File: config.mk
export PLATFORM = sky130hd
export DESIGN_NAME = fetch_target_queue_flat
export DESIGN_NICKNAME = d
export VERILOG_FILES = /design/src/rtl/fetch_target_queue_if.sv /design/src/rtl/fetch_target_queue.sv /design/src/flat_wrapper.sv
export SDC_FILE = /design/constraint.sdc
export NUM_CORES = 1
export LEC_CHECK = 0
export BUFFER_PORTS_ARGS = -buffer_cell sky130_fd_sc_hd__buf_2
export CAP_MARGIN = 15
export CORE_UTILIZATION = 36
export CTS_CLUSTER_DIAMETER = 60
export CTS_CLUSTER_SIZE = 25
export DETAILED_ROUTE_END_ITERATION = 12
export PLACE_DENSITY_LB_ADDON = 0.05
export SYNTH_ARGS = -nofsm -noshare
export SYNTH_HDL_FRONTEND = slang
export SYNTH_SLANG_ARGS = --single-unit
File: constraint.sdc
create_clock -name clk_i -period 11.7 [get_ports clk_i]
set_input_delay 0.585 -clock clk_i [delete_from_list [all_inputs] [get_ports clk_i]]
set_output_delay 0.585 -clock clk_i [all_outputs]
set_load 0.02 [all_outputs]
File: src/rtl/fetch_target_queue_if.sv
// Predictor/fetch-unit facing bundle of the fetch target queue.
// The queue sits on the slave side and the predictor/fetch environment on the master side.
interface fetch_target_queue_if #(
  parameter int unsigned PLEN       = 32,
  parameter int unsigned SLOT_IDX_W = 2,
  parameter int unsigned DEPTH      = 8
);
  localparam int unsigned IDX_W = $clog2(DEPTH);

  logic [PLEN-1:0]       fetch_pc_o;
  logic [PLEN-1:0]       bpu_npc_i;
  logic                  bpu_slot_valid_i;
  logic [SLOT_IDX_W-1:0] bpu_slot_idx_i;
  logic [PLEN-1:0]       bpu_slot_target_i;
  logic                  enq_valid_i;
  logic                  enq_ready_o;
  logic                  deq_valid_o;
  logic                  deq_ready_i;
  logic [PLEN-1:0]       deq_pc_o;
  logic                  deq_slot_valid_o;
  logic [SLOT_IDX_W-1:0] deq_slot_idx_o;
  logic [PLEN-1:0]       deq_slot_target_o;
  logic [IDX_W-1:0]      deq_ftq_idx_o;
  logic                  redirect_valid_i;
  logic [PLEN-1:0]       redirect_pc_i;
  logic [IDX_W:0]        count_o;

  modport slave (
    output fetch_pc_o, enq_ready_o, deq_valid_o, deq_pc_o, deq_slot_valid_o,
           deq_slot_idx_o, deq_slot_target_o, deq_ftq_idx_o, count_o,
    input  bpu_npc_i, bpu_slot_valid_i, bpu_slot_idx_i, bpu_slot_target_i,
           enq_valid_i, deq_ready_i, redirect_valid_i, redirect_pc_i
  );

  modport master (
    input  fetch_pc_o, enq_ready_o, deq_valid_o, deq_pc_o, deq_slot_valid_o,
           deq_slot_idx_o, deq_slot_target_o, deq_ftq_idx_o, count_o,
    output bpu_npc_i, bpu_slot_valid_i, bpu_slot_idx_i, bpu_slot_target_i,
           enq_valid_i, deq_ready_i, redirect_valid_i, redirect_pc_i
  );
endinterface

File: src/rtl/fetch_target_queue.sv
// Fetch target queue: decouples branch-predictor output from the fetch unit and
// owns the fetch PC sequence (advance on accepted prediction, reload on redirect).
module fetch_target_queue #(
  parameter int unsigned     PLEN       = 32,
  parameter int unsigned     SLOT_IDX_W = 2,
  parameter int unsigned     DEPTH      = 8,
  parameter logic [PLEN-1:0] RESET_PC   = PLEN'(32'h8000_0000)
) (
  input logic                  clk_i,
  input logic                  rst_ni,
  fetch_target_queue_if.slave  ftq
);
  localparam int unsigned IDX_W = $clog2(DEPTH);
  localparam int unsigned PTR_W = IDX_W + 1;

  typedef struct packed {
    logic [PLEN-1:0]       pc;
    logic                  slot_valid;
    logic [SLOT_IDX_W-1:0] slot_idx;
    logic [PLEN-1:0]       slot_target;
  } entry_t;

  entry_t            mem_q [DEPTH];
  logic [PTR_W-1:0]  head_q, head_d;
  logic [PTR_W-1:0]  tail_q, tail_d;
  logic [PLEN-1:0]   fetch_pc_q, fetch_pc_d;

  logic   full, empty;
  logic   enq_ready, deq_valid;
  logic   enq_fire, deq_fire;
  entry_t wr_entry;
  entry_t head_entry;

  // NOTE: every signal written here gets a default first, so no path leaves it
  // unassigned and no latch is inferred.
  always_comb begin
    full       = (tail_q[IDX_W-1:0] == head_q[IDX_W-1:0]) && (tail_q[IDX_W] != head_q[IDX_W]);
    empty      = (tail_q == head_q);
    // A redirect masks both handshakes so nothing is accepted or consumed
    // in the cycle the queue is being flushed.
    enq_ready  = !full && !ftq.redirect_valid_i;
    deq_valid  = !empty && !ftq.redirect_valid_i;
    enq_fire   = ftq.enq_valid_i && enq_ready;
    deq_fire   = deq_valid && ftq.deq_ready_i;

    wr_entry   = '{pc:          fetch_pc_q,
                   slot_valid:  ftq.bpu_slot_valid_i,
                   slot_idx:    ftq.bpu_slot_idx_i,
                   slot_target: ftq.bpu_slot_target_i};

    head_d     = head_q;
    tail_d     = tail_q;
    fetch_pc_d = fetch_pc_q;

    if (ftq.redirect_valid_i) begin
      head_d     = '0;
      tail_d     = '0;
      fetch_pc_d = ftq.redirect_pc_i;
    end else begin
      if (enq_fire) begin
        tail_d     = tail_q + PTR_W'(1);
        fetch_pc_d = ftq.bpu_npc_i;
      end
      if (deq_fire) begin
        head_d = head_q + PTR_W'(1);
      end
    end
  end

  // NOTE: state registers use non-blocking assignments so every flop samples
  // the pre-edge value of its neighbours regardless of process ordering.
  always_ff @(posedge clk_i or negedge rst_ni) begin
    if (!rst_ni) begin
      head_q     <= '0;
      tail_q     <= '0;
      fetch_pc_q <= RESET_PC;
    end else begin
      head_q     <= head_d;
      tail_q     <= tail_d;
      fetch_pc_q <= fetch_pc_d;
    end
  end

  // NOTE: entry storage is deliberately not reset; validity lives entirely in
  // the pointers, so stale contents are never observed through deq_valid_o.
  always_ff @(posedge clk_i) begin
    if (enq_fire) begin
      mem_q[tail_q[IDX_W-1:0]] <= wr_entry;
    end
  end

  assign head_entry            = mem_q[head_q[IDX_W-1:0]];

  assign ftq.fetch_pc_o        = fetch_pc_q;
  assign ftq.enq_ready_o       = enq_ready;
  assign ftq.deq_valid_o       = deq_valid;
  assign ftq.deq_pc_o          = head_entry.pc;
  assign ftq.deq_slot_valid_o  = head_entry.slot_valid;
  assign ftq.deq_slot_idx_o    = head_entry.slot_idx;
  assign ftq.deq_slot_target_o = head_entry.slot_target;
  assign ftq.deq_ftq_idx_o     = head_q[IDX_W-1:0];
  assign ftq.count_o           = tail_q - head_q;
endmodule

File: src/flat_wrapper.sv
// flat-port wrapper written by rule: the top's interface ports become plain ports
module fetch_target_queue_flat 
#(
  parameter int unsigned     PLEN       = 32,
  parameter int unsigned     SLOT_IDX_W = 2,
  parameter int unsigned     DEPTH      = 8,
  parameter logic [PLEN-1:0] RESET_PC   = PLEN'(32'h8000_0000)
)
  (clk_i, rst_ni, ftq_fetch_pc_o, ftq_enq_ready_o, ftq_deq_valid_o, ftq_deq_pc_o, ftq_deq_slot_valid_o, ftq_deq_slot_idx_o, ftq_deq_slot_target_o, ftq_deq_ftq_idx_o, ftq_count_o, ftq_bpu_npc_i, ftq_bpu_slot_valid_i, ftq_bpu_slot_idx_i, ftq_bpu_slot_target_i, ftq_enq_valid_i, ftq_deq_ready_i, ftq_redirect_valid_i, ftq_redirect_pc_i);
  fetch_target_queue_if #(.PLEN(PLEN), .SLOT_IDX_W(SLOT_IDX_W), .DEPTH(DEPTH)) ftq_i ();
  input logic clk_i;
  input logic rst_ni;
  output wire logic [$bits(ftq_i.fetch_pc_o)-1:0] ftq_fetch_pc_o;
  output wire logic [$bits(ftq_i.enq_ready_o)-1:0] ftq_enq_ready_o;
  output wire logic [$bits(ftq_i.deq_valid_o)-1:0] ftq_deq_valid_o;
  output wire logic [$bits(ftq_i.deq_pc_o)-1:0] ftq_deq_pc_o;
  output wire logic [$bits(ftq_i.deq_slot_valid_o)-1:0] ftq_deq_slot_valid_o;
  output wire logic [$bits(ftq_i.deq_slot_idx_o)-1:0] ftq_deq_slot_idx_o;
  output wire logic [$bits(ftq_i.deq_slot_target_o)-1:0] ftq_deq_slot_target_o;
  output wire logic [$bits(ftq_i.deq_ftq_idx_o)-1:0] ftq_deq_ftq_idx_o;
  output wire logic [$bits(ftq_i.count_o)-1:0] ftq_count_o;
  input wire logic [$bits(ftq_i.bpu_npc_i)-1:0] ftq_bpu_npc_i;
  input wire logic [$bits(ftq_i.bpu_slot_valid_i)-1:0] ftq_bpu_slot_valid_i;
  input wire logic [$bits(ftq_i.bpu_slot_idx_i)-1:0] ftq_bpu_slot_idx_i;
  input wire logic [$bits(ftq_i.bpu_slot_target_i)-1:0] ftq_bpu_slot_target_i;
  input wire logic [$bits(ftq_i.enq_valid_i)-1:0] ftq_enq_valid_i;
  input wire logic [$bits(ftq_i.deq_ready_i)-1:0] ftq_deq_ready_i;
  input wire logic [$bits(ftq_i.redirect_valid_i)-1:0] ftq_redirect_valid_i;
  input wire logic [$bits(ftq_i.redirect_pc_i)-1:0] ftq_redirect_pc_i;
  assign ftq_fetch_pc_o = ftq_i.fetch_pc_o;
  assign ftq_enq_ready_o = ftq_i.enq_ready_o;
  assign ftq_deq_valid_o = ftq_i.deq_valid_o;
  assign ftq_deq_pc_o = ftq_i.deq_pc_o;
  assign ftq_deq_slot_valid_o = ftq_i.deq_slot_valid_o;
  assign ftq_deq_slot_idx_o = ftq_i.deq_slot_idx_o;
  assign ftq_deq_slot_target_o = ftq_i.deq_slot_target_o;
  assign ftq_deq_ftq_idx_o = ftq_i.deq_ftq_idx_o;
  assign ftq_count_o = ftq_i.count_o;
  assign ftq_i.bpu_npc_i = ftq_bpu_npc_i;
  assign ftq_i.bpu_slot_valid_i = ftq_bpu_slot_valid_i;
  assign ftq_i.bpu_slot_idx_i = ftq_bpu_slot_idx_i;
  assign ftq_i.bpu_slot_target_i = ftq_bpu_slot_target_i;
  assign ftq_i.enq_valid_i = ftq_enq_valid_i;
  assign ftq_i.deq_ready_i = ftq_deq_ready_i;
  assign ftq_i.redirect_valid_i = ftq_redirect_valid_i;
  assign ftq_i.redirect_pc_i = ftq_redirect_pc_i;
  fetch_target_queue #(.PLEN(PLEN), .SLOT_IDX_W(SLOT_IDX_W), .DEPTH(DEPTH), .RESET_PC(RESET_PC)) u_core (.clk_i(clk_i), .rst_ni(rst_ni), .ftq(ftq_i));
endmodule
## Yosys cells after proc, flatten, opt, wreduce, memory -nomap -nowiden

Memories as Yosys holds them, arrays and structs flattened.
Index checks and enable logic that the tools add are counted.
W data, S select, Z words.

| word-level totals | value |
|---|---|
| bits in writable memories | 536 |
| bits in registers | 40 |
| memories | 1 |
| input port bits | 104 |
| logic and storage cells | 28 |
| output and inout bits | 108 |

| cells by class | value |
|---|---|
| $add $sub $neg | 3 |
| reduce and logical (&&, ||, !) cells | 10 |
| multiplexer cells | 8 |
| equality and inequality tests | 3 |

Memory list:

| name | depth | bits a word | rd ports | clocked after Yosys merged registers in | write ports | RTL line | source |
|---|---|---|---|---|---|---|---|
| u_core.mem_q | 8 | 67 | 1 | 0 | 1 | fetch_target_queue.sv:23 | `entry_t mem_q [DEPTH];` |

Operator list:

| kind | count |
|---|---|
| $mux W32 | 2 |
| $mux W4 | 4 |
| $add A4 B1 Y4 const B | 2 |
| $logic_and A1 B1 Y1 | 5 |
| $eq A4 B4 Y1 | 1 |
| $reduce_bool A2 Y1 | 2 |
| $sub A4 B4 Y4 | 1 |
| $eq A3 B3 Y1 | 1 |
| $logic_not A1 Y1 | 3 |
| $mux W1 | 2 |
| $ne A1 B1 Y1 | 1 |

## Depth between registers and ports, before layout

Gate-level depths: netlist of run 1.

| depth | value |
|---|---|
| depth in word-level cells | 7 |
| gate-level depth with buffers | 10 |
| gate-level depth less buffers | 6 |

## Worst setup path before layout of run 1

OpenSTA, ideal clock, no wires.

| timing path | value |
|---|---|
| path kind | flip-flop to flip-flop |
| from | register u_core.head_q[1] |
| to | memory u_core.mem_q[6][0] (netlist bit), enable pin |
| data required time | 11.043 ns |
| arrival time | 8.117 ns |
| setup slack | 2.925 ns |
| period minus slack after synthesis | 8.775 ns |
| path buffers | 3 |
| library setup time | 0.657 ns |
| stages on the path, launching flop included | 9 |
| cell sequence | dfrtp_1 buf_2 buf_2 buf_2 inv_1 ha_1 nand3_1 nor2_1 nor4_1 |

| on the way | value |
|---|---|
| longest elaborated chain between the ends | 7 |

RTL lines:

| element | RTL line | source |
|---|---|---|
| from (decl) | fetch_target_queue.sv:24 | `logic [PTR_W-1:0] head_q, head_d;` |
| from (signal assigned) | fetch_target_queue.sv:74 | `head_q <= '0;` |
| from (signal assigned) | fetch_target_queue.sv:78 | `head_q <= head_d;` |
| $eq A3 B3 Y1 | fetch_target_queue.sv:37 | `full = (tail_q[IDX_W-1:0] == head_q[IDX_W-1:0]) && (tail_q[IDX_W] != head_q[IDX_W]);` |
| $logic_and A1 B1 Y1 | fetch_target_queue.sv:37 |  |
| $logic_not A1 Y1 | fetch_target_queue.sv:41 | `enq_ready = !full && !ftq.redirect_valid_i;` |
| $logic_and A1 B1 Y1 | fetch_target_queue.sv:41 |  |
| $logic_and A1 B1 Y1 | fetch_target_queue.sv:43 | `enq_fire = ftq.enq_valid_i && enq_ready;` |
| $mux W1 | fetch_target_queue.sv:87 | `if (enq_fire) begin` |
| $mux W1 (implied by the code) | fetch_target_queue.sv:88 | `mem_q[tail_q[IDX_W-1:0]] <= wr_entry;` |
| to (decl) | fetch_target_queue.sv:23 |  |

No other way between the ends.

## Final worst setup path of run 1

| timing path | value |
|---|---|
| from | register u_core.head_q[0] |
| to | output ftq_deq_pc_o[13] |

| on the way | value |
|---|---|
| longest elaborated chain between the ends | 1 |

RTL lines:

| element | RTL line | source |
|---|---|---|
| $mem_v2 Z8 W67 | n/a |  |
| to (decl) | flat_wrapper.sv:16 | `output wire logic [$bits(ftq_i.deq_pc_o)-1:0] ftq_deq_pc_o;` |

No other way between the ends.

==> metrics.csv, run 1 <==
metric,value,unit
overflow,0,
final_hold_viol_count,0,
io_buffers,211,
fin_tns_setup,0,ns
die_width,251,um
ys_warn_count,0,
r2r-end,u_core.mem_q[0][56]$_DFFE_PP_,
vias,11200,
multi_input_area,4900,um^2
synth_fp_nets,1282,
synth_ff_type,edfxtp_1,
ff2ff_setup_slack,7.66,ns
endpoint_kind,output pin,
holdBufCountCts,0,
wl_per_cell,23.8,um
finalSetupViolCount,0,
h-tree-depth,2,
power_density,175,nW/um^2
clock-sinks,576,
synth_edf_count,536,
clkLatencyLatePin,0.59,ns
hold_path.class,in2async,
cts_resized,0,
wl,52.3,mm
antenna_found_initial,1,
start_util,0.367,
worst-setup-path-type,reg2out,
fmax,226,MHz
finalNetCount,1491,
startpoint_type,flip-flop,
drive_above_1_share,0.322,
path_clk_slew,0.08,ns
crit_fanout,39,
cts_root_buffer,clkbuf_16,
grt_pass1_wl,78.6,mm
rows,90,
drtIter0Drc,636,
cpMaxStageDelayCell,dfrtp_4,
syn_area,22300,um^2
async_flop_share,0.0694,
slew_headroom,0.293,
vias_per_cell,5.11,
seq_area_frac_synth,0.766,
setup_slack,7.28,ns
regToRegStartpoint,u_core.head_q[1]$_DFFE_PN0P_,
die-area,63000,um^2
critPathMaxStageDelay,0.82,ns
clockBufferDepth,3,
ys_seq_elements,576,
dp_cells,2120,
dp_hpwl,29.4,mm
reg2reg_depth,7,
avgSynthCellArea,19.0,um^2
power_leakage,8.63,nW
worstPathCellList,buf_4 -> buf_4 -> mux4_2 -> nand2_1 -> nand2_1 -> buf_2,
grtUsageTotal,0.168,
grt_pass1_vias,11900,
ant_nets,0,
critPathRequiredTime,11.12,ns
min_period,4.42,ns
firstDrtPassIters,4,
cts_buffers,41,
grt_max_degree,77,
drv_cap,0,
area_growth,15.1,%
postSynthCellCount,1172,
outcome,"finished, final reports clean",
final_cells,2196,
seq_area,17100,um^2
cts_tree,done,
fillers,5413,
num_antenna_cells,0,
ys_types,37,
fp.coreArea,60800,um^2
skew,0.0192,ns
max_slew.worst_pin.slew,1.06,ns
place_ws,7.57,ns
gp_congestion,0.753,
worstPathArrival,3.84,ns
peakVddDrop,102,uV
rsz0062_at_grt,false,
post-route-period-util,0.378,
io_pins,212,
die_h,251,um
post-route-drc-count,0,
final_max_slew_viol_count,0,
cts_setup_buffers,0,
==> critical path: cells and delay by family, from the launching register on <==
family / cells / cell delay [ns]
buffers and inverters: 3 / 1.60
flip-flops: 1 / 0.82
AND/OR/NAND/NOR: 2 / 0.22
multiplexers: 1 / 0.59
==> flip-flops by register name (all words and copies together), names as in the netlist <==
| register | count |
|---|---|
| u_core.tail_q | 4 |
| u_core.ftq.fetch_pc_o | 32 |
| u_core.mem_q | 536 |
| u_core.head_q | 4 |
==> power breakdown <==
| part | internal, mW | leakage, nW | total [mW] | switching, mW |
|---|---|---|---|---|
| logic | 0.251 | 2.62 | 0.579 | 0.328 |
| clock network | 0.781 | 0.714 | 1.56 | 0.780 |
| registers | 2.30 | 5.30 | 2.36 | 0.0605 |
| total | 3.33 | 8.63 | 4.50 | 1.17 |
==> worst max path at each step <==
stage | start | endpoint | slack, ns | cells past startpoint
2_1_floorplan | u_core.head_q[1]$_DFFE_PN0P_ | u_core.mem_q[6][0]$_DFFE_PP_ | 2.93 | 8
3_3_place_gp | u_core.head_q[0]$_DFFE_PN0P_ | u_core.mem_q[0][58]$_DFFE_PP_ | 7.61 | 6
3_5_place_dp | u_core.head_q[0]$_DFFE_PN0P_ | u_core.mem_q[0][61]$_DFFE_PP_ | 7.57 | 6
4_1_cts | u_core.head_q[0]$_DFFE_PN0P_ | ftq_deq_pc_o[13] | 7.00 | 6
5_1_grt | u_core.head_q[0]$_DFFE_PN0P_ | ftq_deq_pc_o[13] | 6.86 | 6
6_report | u_core.head_q[0]$_DFFE_PN0P_ | ftq_deq_pc_o[13] | 7.28 | 6
==> placed cells by master (no fill, tap or decap), types with 2 or more instances in the layout <==
cell type / instances
a21oi_1: 36
a31oi_1: 34
buf_2: 211
buf_4: 22
bufinv_16: 3
clkbuf_16: 43
clkinv_1: 4
clkinv_8: 3
dfrtp_1: 36
dfrtp_4: 3
edfxtp_1: 536
ha_1: 5
inv_1: 7
inv_12: 3
inv_6: 9
inv_8: 7
mux4_2: 134
nand2_1: 236
nand2b_1: 2
nand3_1: 6
nor2_1: 5
nor2_4: 2
nor2b_1: 33
nor3_2: 5
o21ai_0: 3
or3_1: 2
xnor2_1: 5
==> kinds of logic after synthesis <==
kind of cell	synth area share
buf+inv	0.0165
simple gates	0.0556
fa+ha+maj	0.00370
compound gates	0.0197
mux	0.136
xor+xnor	0.00235
flops	0.766
==> layout make-up <==
type	count	area share
tap	782	0.0381
inverter	8	0.00117
clock buffer	44	0.0420
sequential	576	0.666
timing repair buffer	233	0.0475
clock inverter	32	0.0148
multi-input combinational	521	0.191
==> synthesized netlist by cell type (3+ instances only) <==
library cell / instances / area [um^2]
o21ai_0: 3 / 15.0
a31oi_1: 34 / 213
edfxtp_1: 536 / 16100
nor3_1: 5 / 25.0
mux4_2: 134 / 3020
ha_1: 5 / 62.6
nand2_1: 236 / 886
buf_4: 10 / 75.1
a21oi_1: 36 / 180
nor2_1: 7 / 26.3
nand3_1: 6 / 30.0
buf_2: 20 / 100
inv_1: 7 / 26.3
buf_1: 11 / 41.3
dfrtp_1: 39 / 976
clkbuf_1: 22 / 82.6
xnor2_1: 5 / 43.8
nor2b_1: 33 / 206
buf_6: 3 / 33.8
==> per-stage QoR <==
stage                     cell area, um^2  hold slack, ns  power, mW   util
after floorplan                     22300           0.289       2.80      -
after global placement              24200           0.599       3.01  0.399
after detailed placement            24200           0.603       3.01  0.399
after CTS                           25700           0.156       4.58  0.423
after global routing                25700           0.207       4.69  0.423
final                               25700           0.155       4.50  0.423
==> per-layer routing <==
layer | track usage | part of all wire | vias to the layer above
li1 | - | - | 5012
met1 | 0.234 | 0.45 | 5877
met2 | 0.274 | 0.48 | 264
met3 | 0.0301 | 0.044 | 62
met4 | 0.0416 | 0.020 | 0
met5 | 0 | 0 | -
Power figures use the tool's default switching activity.
==> inputs of run 2 (changes only) <==
==> constraint.sdc (replaced) <==
create_clock -name clk_i -period 4.5 [get_ports clk_i]
set_input_delay 0.225 -clock clk_i [delete_from_list [all_inputs] [get_ports clk_i]]
set_output_delay 0.225 -clock clk_i [all_outputs]
set_load 0.02 [all_outputs]
==> metrics.csv, run 2 (synthesis gave the netlist of run 1 again) <==
metric,value,unit,change
vias_per_cell,5.07,,was 5.11
final_max_slew_viol_count,0,,unchanged
h-tree-depth,2,,unchanged
overflow,0,,unchanged
peakVddDrop,242,uV,was 102 uV
cpMostUsedCell,nand2_1,,
wl,53.2,mm,was 52.3 mm
ant_nets,0,,unchanged
endpoint_kind,output pin,,unchanged
io_buffers,211,,unchanged
sw_frac_of_total,0.262,,was 0.260
cts_resized,0,,unchanged
cts_tree,done,,unchanged
critPathMaxStageDelay,0.88,ns,was 0.82 ns
firstDrtPassIters,5,,was 4
worst-setup-path-type,reg2out,,unchanged
clock-sinks,576,,unchanged
rows,90,,unchanged
num_antenna_cells,0,,unchanged
outcome,"finished, final reports clean",,unchanged
final_hold_viol_count,0,,unchanged
cts_root_buffer,clkbuf_16,,unchanged
p_switching,3.13,mW,was 1.17 mW
pwr-share-comb,0.135,,was 0.128
grtUsageTotal,0.172,,was 0.168
final_cell_mix,"536 x edfxtp_1, 236 x nand2_1, 211 x buf_2",,unchanged
dp_hpwl,29.6,mm,was 29.4 mm
skew,0.0236,ns,was 0.0192 ns
cts_setup_buffers,0,,unchanged
startpoint_type,flip-flop,,unchanged
setup_slack,1.12,ns,was 7.28 ns
drtIter0Drc,708,,was 636
drv_cap,0,,unchanged
start_util,0.367,,unchanged
die-area,63000,um^2,unchanged
fp.coreArea,60800,um^2,unchanged
io_pins,212,,unchanged
path_clk_slew,0.08,ns,about the same
largest_reg_flops,536,,unchanged
cp.buffers_inverters,2,,was 3
power_density,444,nW/um^2,was 175 nW/um^2
die_width,251,um,unchanged
antenna_found_initial,1,,unchanged
clkPwrFrac,0.354,,was 0.347
grt_max_degree,93,,was 77
critPathRequiredTime,4.28,ns,was 11.12 ns
clockBufferDepth,3,,unchanged
power_leakage,9.15,nW,was 8.63 nW
worstPathArrival,3.15,ns,was 3.84 ns
max_slew.worst_pin.slew,1.11,ns,was 1.06 ns
gp_congestion,0.732,,was 0.753
vias,11700,,"was 11,200"
worstPathCellList,buf_4 -> mux4_2 -> nand2_1 -> nand2_1 -> buf_2,,was buf_4 -> buf_4 -> mux4_2 -> nand2_1 -> nand2_1 -> buf_2
drive_above_1_share,0.308,,was 0.322
cpMaxStageDelayCell,dfrtp_4,,unchanged
final_common_cell,edfxtp_1,,unchanged
hold_path.class,in2reg,,was in2async
place_ws,1.22,ns,was 7.57 ns
cpLargestDelayFamily,buffers and inverters,,unchanged
fmax,296,MHz,
finalSetupViolCount,0,,unchanged
wl_per_cell,23.1,um,was 23.8 um
post-route-period-util,0.751,,
area_growth,20.8,%,was 15.1%
rsz0062_at_grt,false,,unchanged
min_period,3.38,ns,
pwr-share-seq,0.511,,was 0.525
grt_pass1_vias,12500,,"was 11,900"
clkLatencyLatePin,0.59,ns,about the same
cts_buffers,44,,was 41
total_power,12.0,mW,was 4.50 mW
grt_pass1_wl,79.7,mm,was 78.6 mm
finalNetCount,1600,,"was 1,491"
die_h,251,um,unchanged
slew_headroom,0.262,,was 0.293
p_int,8.84,mW,was 3.33 mW
crit_fanout,51,,was 39
post-route-drc-count,0,,unchanged
## run 2: cell types whose count changed in the layout (fill, tap and decap cells not counted), moves of 4 or more
| cell | previous run | this run |
|---|---|---|
| clkinv_8 | 3 | 10 |
| dlygate4sd3_1 | 0 | 101 |
| inv_8 | 7 | 3 |
| nor3_2 | 5 | 0 |
| nor3_4 | 0 | 5 |
## run 2: repair_timing
item / 4_1_cts / 5_1_grt
endpoints found under the setup margin: 0 / 0
hold buffers: 101 / 0
hold endpoints to repair: 352 / 0
## run 2: layout make-up
cell class              instances  area, um^2
fillers                      5400       33800
flip-flops and latches        576       17100
multi-input cells             521        4940
repair buffers                339        2310
clock buffers                  47        1150
well taps                     782         978
clock inverters                35         437
inverters                       8        31.3
## run 2: metal layers
metal / up-vias / routed length, um / global-route usage
met1: 6160 / 24100 / 0.236
met4: 2 / 818 / 0.0385
li1: 5228 / - / -
met5: - / 17 / 0
met3: 57 / 2210 / 0.0316
met2: 247 / 26100 / 0.284
## run 2: power by group through the flow
stage / clock [mW] / combinational [mW] / sequential (mW)
3_5_place_dp: 0 / 1.57 / 6.24
2_1_floorplan: 0 / 1.07 / 6.20
5_1_grt: 4.55 / 1.76 / 6.14
4_1_cts: 4.39 / 1.66 / 6.12
6_report: 4.24 / 1.61 / 6.11
3_3_place_gp: 0 / 1.58 / 6.24
## run 2: tightest hold or removal path, delay by kind of cell
| kind | cells | cell delay, ns |
|---|---|---|
| AO/OA/AOI/OAI | 2 | 0.22 |
| buffers and inverters | 1 | 0.10 |
| AND/OR/NAND/NOR | 1 | 0.14 |
## run 2: per-stage QoR
stage,hold WS (ns),utilization,cell area [um^2],TNS (ns),std cells
2_1_floorplan,-0.0706,-,22400,-76.80,1172
3_3_place_gp,0.355,0.401,24400,0,2125
3_5_place_dp,0.357,0.401,24400,0,2125
4_1_cts,0.0903,0.443,27000,0,2308
5_1_grt,0.120,0.443,27000,0,2308
6_report,0.136,0.443,27000,0,2308
## run 2: final timing paths
check / from / end / slack (ns) / cells past startpoint
max in group asynchronous: rst_ni / u_core.head_q[0]$_DFFE_PN0P_ / 3.78 / 3
hold reg to reg: u_core.tail_q[3]$_DFFE_PN0P_ / u_core.tail_q[3]$_DFFE_PN0P_ / 0.62 / 2
hold / removal: ftq_deq_ready_i / u_core.head_q[0]$_DFFE_PN0P_ / 0.14 / 4
min in group asynchronous: rst_ni / u_core.ftq.fetch_pc_o[24]$_DFFE_PN0P_ / 0.26 / 3
setup reg to reg: u_core.head_q[1]$_DFFE_PN0P_ / u_core.mem_q[6][6]$_DFFE_PP_ / 1.29 / 6
setup / recovery: u_core.head_q[1]$_DFFE_PN0P_ / ftq_deq_pc_o[28] / 1.12 / 5
==> inputs of run 3 (changes only) <==
==> constraint.sdc (replaced) <==
create_clock -name clk_i -period 3.2 [get_ports clk_i]
set_input_delay 0.16 -clock clk_i [delete_from_list [all_inputs] [get_ports clk_i]]
set_output_delay 0.16 -clock clk_i [all_outputs]
set_load 0.02 [all_outputs]
==> metrics.csv, run 3 (synthesis gave the netlist of run 1 again) <==
metric,value,unit,change
outcome,"finished, final reports clean",,unchanged
postLayoutCellArea,27100,um^2,"was 27,000 um^2"
place_ws,0.626,ns,was 1.22 ns
final_cell_mix,"536 x edfxtp_1, 236 x nand2_1, 211 x buf_2",,unchanged
path_clk_slew,0.09,ns,was 0.08 ns
die-area,63000,um^2,unchanged
worstPathCellList,inv_1 -> ha_1 -> nand3_4 -> o21ai_4 -> buf_4 -> nand2_1 -> a21oi_1 -> dlygate4sd3_1,,was buf_4 -> mux4_2 -> nand2_1 -> nand2_1 -> buf_2
clkLatencyLatePin,0.59,ns,about the same
reg2reg_depth,8,,was 6
gp_congestion,0.689,,was 0.732
max_slew.worst_pin.slew,1.06,ns,was 1.11 ns
cts_root_buffer,clkbuf_16,,unchanged
min_period,2.98,ns,
drv_cap,0,,unchanged
clock-sinks,576,,unchanged
post-route-drc-count,0,,unchanged
area_growth,21.5,%,was 20.8%
peakVddDrop,372,uV,was 242 uV
met3RoutedLength,2.76,mm,was 2.21 mm
pwr-share-seq,0.509,,was 0.511
drtIter0Drc,703,,was 708
fillers,5338,,"was 5,400"
finalSetupViolCount,0,,unchanged
firstDrtPassIters,5,,unchanged
slew_headroom,0.291,,was 0.262
vias,11700,,about the same
wl,52.7,mm,was 53.2 mm
fp.coreArea,60800,um^2,unchanged
final_cells,2310,,"was 2,308"
ff2ff_setup_slack,0.22,ns,was 1.29 ns
cts_buffers,45,,was 44
final_hold_viol_count,0,,unchanged
final_common_cell,edfxtp_1,,unchanged
dpl_cell_area,24600,um^2,"was 24,400 um^2"
p_switching,4.31,mW,was 3.13 mW
worst-setup-path-type,reg2reg,,was reg2out
cts_tree,done,,unchanged
overflow,0,,unchanged
critPathMaxStageDelay,0.57,ns,was 0.88 ns
h-tree-depth,2,,unchanged
hp-start,ftq_enq_valid_i,,was ftq_deq_ready_i
die_width,251,um,unchanged
dp_hpwl,29.0,mm,was 29.6 mm
grt_max_degree,139,,was 93
antenna_found_initial,0,,was 1
post-route-period-util,0.932,,
hold_end,u_core.tail_q[2]$_DFFE_PN0P_,,was u_core.head_q[0]$_DFFE_PN0P_
worstPathArrival,3.51,ns,was 3.15 ns
clockBufferDepth,3,,unchanged
skew,0.0234,ns,was 0.0236 ns
cp.depth,8,,was 5
final_max_slew_viol_count,0,,unchanged
endpoint_kind,flip-flop,,was output pin
vias_per_cell,5.04,,was 5.07
clkPwrFrac,0.351,,was 0.354
rows,90,,unchanged
hold_depth,3,,was 4
ant_nets,0,,unchanged
top_layer,met4,,was met5
dp_cells,2127,,"was 2,125"
sw_frac_of_total,0.256,,was 0.262
seq_area,17100,um^2,unchanged
power_leakage,9.21,nW,was 9.15 nW
hold_path.class,in2reg,,unchanged
critPathRequiredTime,3.72,ns,was 4.28 ns
fmax,335,MHz,
p_int,12.5,mW,was 8.84 mW
die_h,251,um,unchanged
final_core_util,0.446,,was 0.443
wl_per_cell,22.8,um,was 23.1 um
wl_met1,23.7,mm,was 24.1 mm
startpoint_type,flip-flop,,unchanged
finalNetCount,1604,,"was 1,600"
io_buffers,211,,unchanged
grt_pass1_vias,12700,,"was 12,500"
crit_fanout,30,,was 51
power_density,620,nW/um^2,was 444 nW/um^2
rsz0062_at_grt,false,,unchanged
wl_met2,25.4,mm,was 26.1 mm
regToRegStartpoint,u_core.tail_q[0]$_DFFE_PN0P_,,was u_core.head_q[1]$_DFFE_PN0P_
largest_reg_flops,536,,unchanged
grtUsageTotal,0.170,,was 0.172
drive_above_1_share,0.310,,was 0.308
start_util,0.367,,unchanged
cp.buffers_inverters,3,,was 2
grt_pass1_wl,79.5,mm,was 79.7 mm
r2r-end,u_core.ftq.fetch_pc_o[4]$_DFFE_PN0P_,,was u_core.mem_q[6][6]$_DFFE_PP_
num_antenna_cells,0,,unchanged
setup_slack,0.219,ns,was 1.12 ns
pwr-share-comb,0.140,,was 0.135
cpMaxStageDelayCell,dfrtp_1,,was dfrtp_4
whs,0.0823,ns,was 0.136 ns
io_pins,212,,unchanged
multi_input_area,4990,um^2,was 4940 um^2
cpLargestDelayFamily,buffers and inverters,,unchanged
## run 3: how the worst max path moves through the flow
stage	from	to	slack, ns
2_1_floorplan	u_core.head_q[1]$_DFFE_PN0P_	u_core.mem_q[6][0]$_DFFE_PP_	-0.63
3_3_place_gp	u_core.tail_q[0]$_DFFE_PN0P_	u_core.mem_q[0][20]$_DFFE_PP_	0.69
3_5_place_dp	u_core.tail_q[0]$_DFFE_PN0P_	u_core.mem_q[0][19]$_DFFE_PP_	0.63
4_1_cts	u_core.tail_q[0]$_DFFE_PN0P_	u_core.ftq.fetch_pc_o[2]$_DFFE_PN0P_	0.20
5_1_grt	u_core.tail_q[0]$_DFFE_PN0P_	u_core.ftq.fetch_pc_o[2]$_DFFE_PN0P_	0.03
6_report	u_core.tail_q[0]$_DFFE_PN0P_	u_core.ftq.fetch_pc_o[4]$_DFFE_PN0P_	0.22
## run 3: area by class of cell
| class | instances | share of cell area |
|---|---|---|
| clock buffer | 48 | 0.0435 |
| sequential | 576 | 0.631 |
| tap | 782 | 0.0361 |
| clock inverter | 33 | 0.0135 |
| timing repair buffer | 342 | 0.0910 |
| multi-input combinational | 521 | 0.184 |
| inverter | 8 | 0.00129 |
## run 3: worst register-to-register path: stages, from the launching register on
cell           delay (ns)
dfrtp_1              0.57
inv_1                0.15
ha_1                 0.37
nand3_4              0.13
o21ai_4              0.39
buf_4                0.46
nand2_1              0.14
a21oi_1              0.14
dlygate4sd3_1        0.56
## run 3: routing by layer
layer / GRT usage / vias to the layer above
met5: 0 / -
met4: 0.0383 / 0
met3: 0.0329 / 54
met2: 0.280 / 285
met1: 0.235 / 6060
li1: - / 5252
## run 3: power by group through the flow
stage,combinational [mW],sequential [mW],clock [mW]
after detailed placement,2.29,8.75,0
final,2.35,8.58,5.91
after global placement,2.29,8.75,0
after floorplan,1.53,8.72,0
after CTS,2.42,8.58,6.12
after global routing,2.56,8.60,6.37
## run 3: stage by stage
step,power (mW),setup TNS (ns)
2_1_floorplan,10.2,-116.10
3_3_place_gp,11.0,0
3_5_place_dp,11.0,0
4_1_cts,17.1,0
5_1_grt,17.5,0
6_report,16.8,0
## run 3: what timing repair did
action | 4_1_cts | 5_1_grt
gates resized for setup | 0 | 0
hold buffers | 102 | 0
hold endpoints to repair | 352 | 0
buffers inserted | 0 | 0
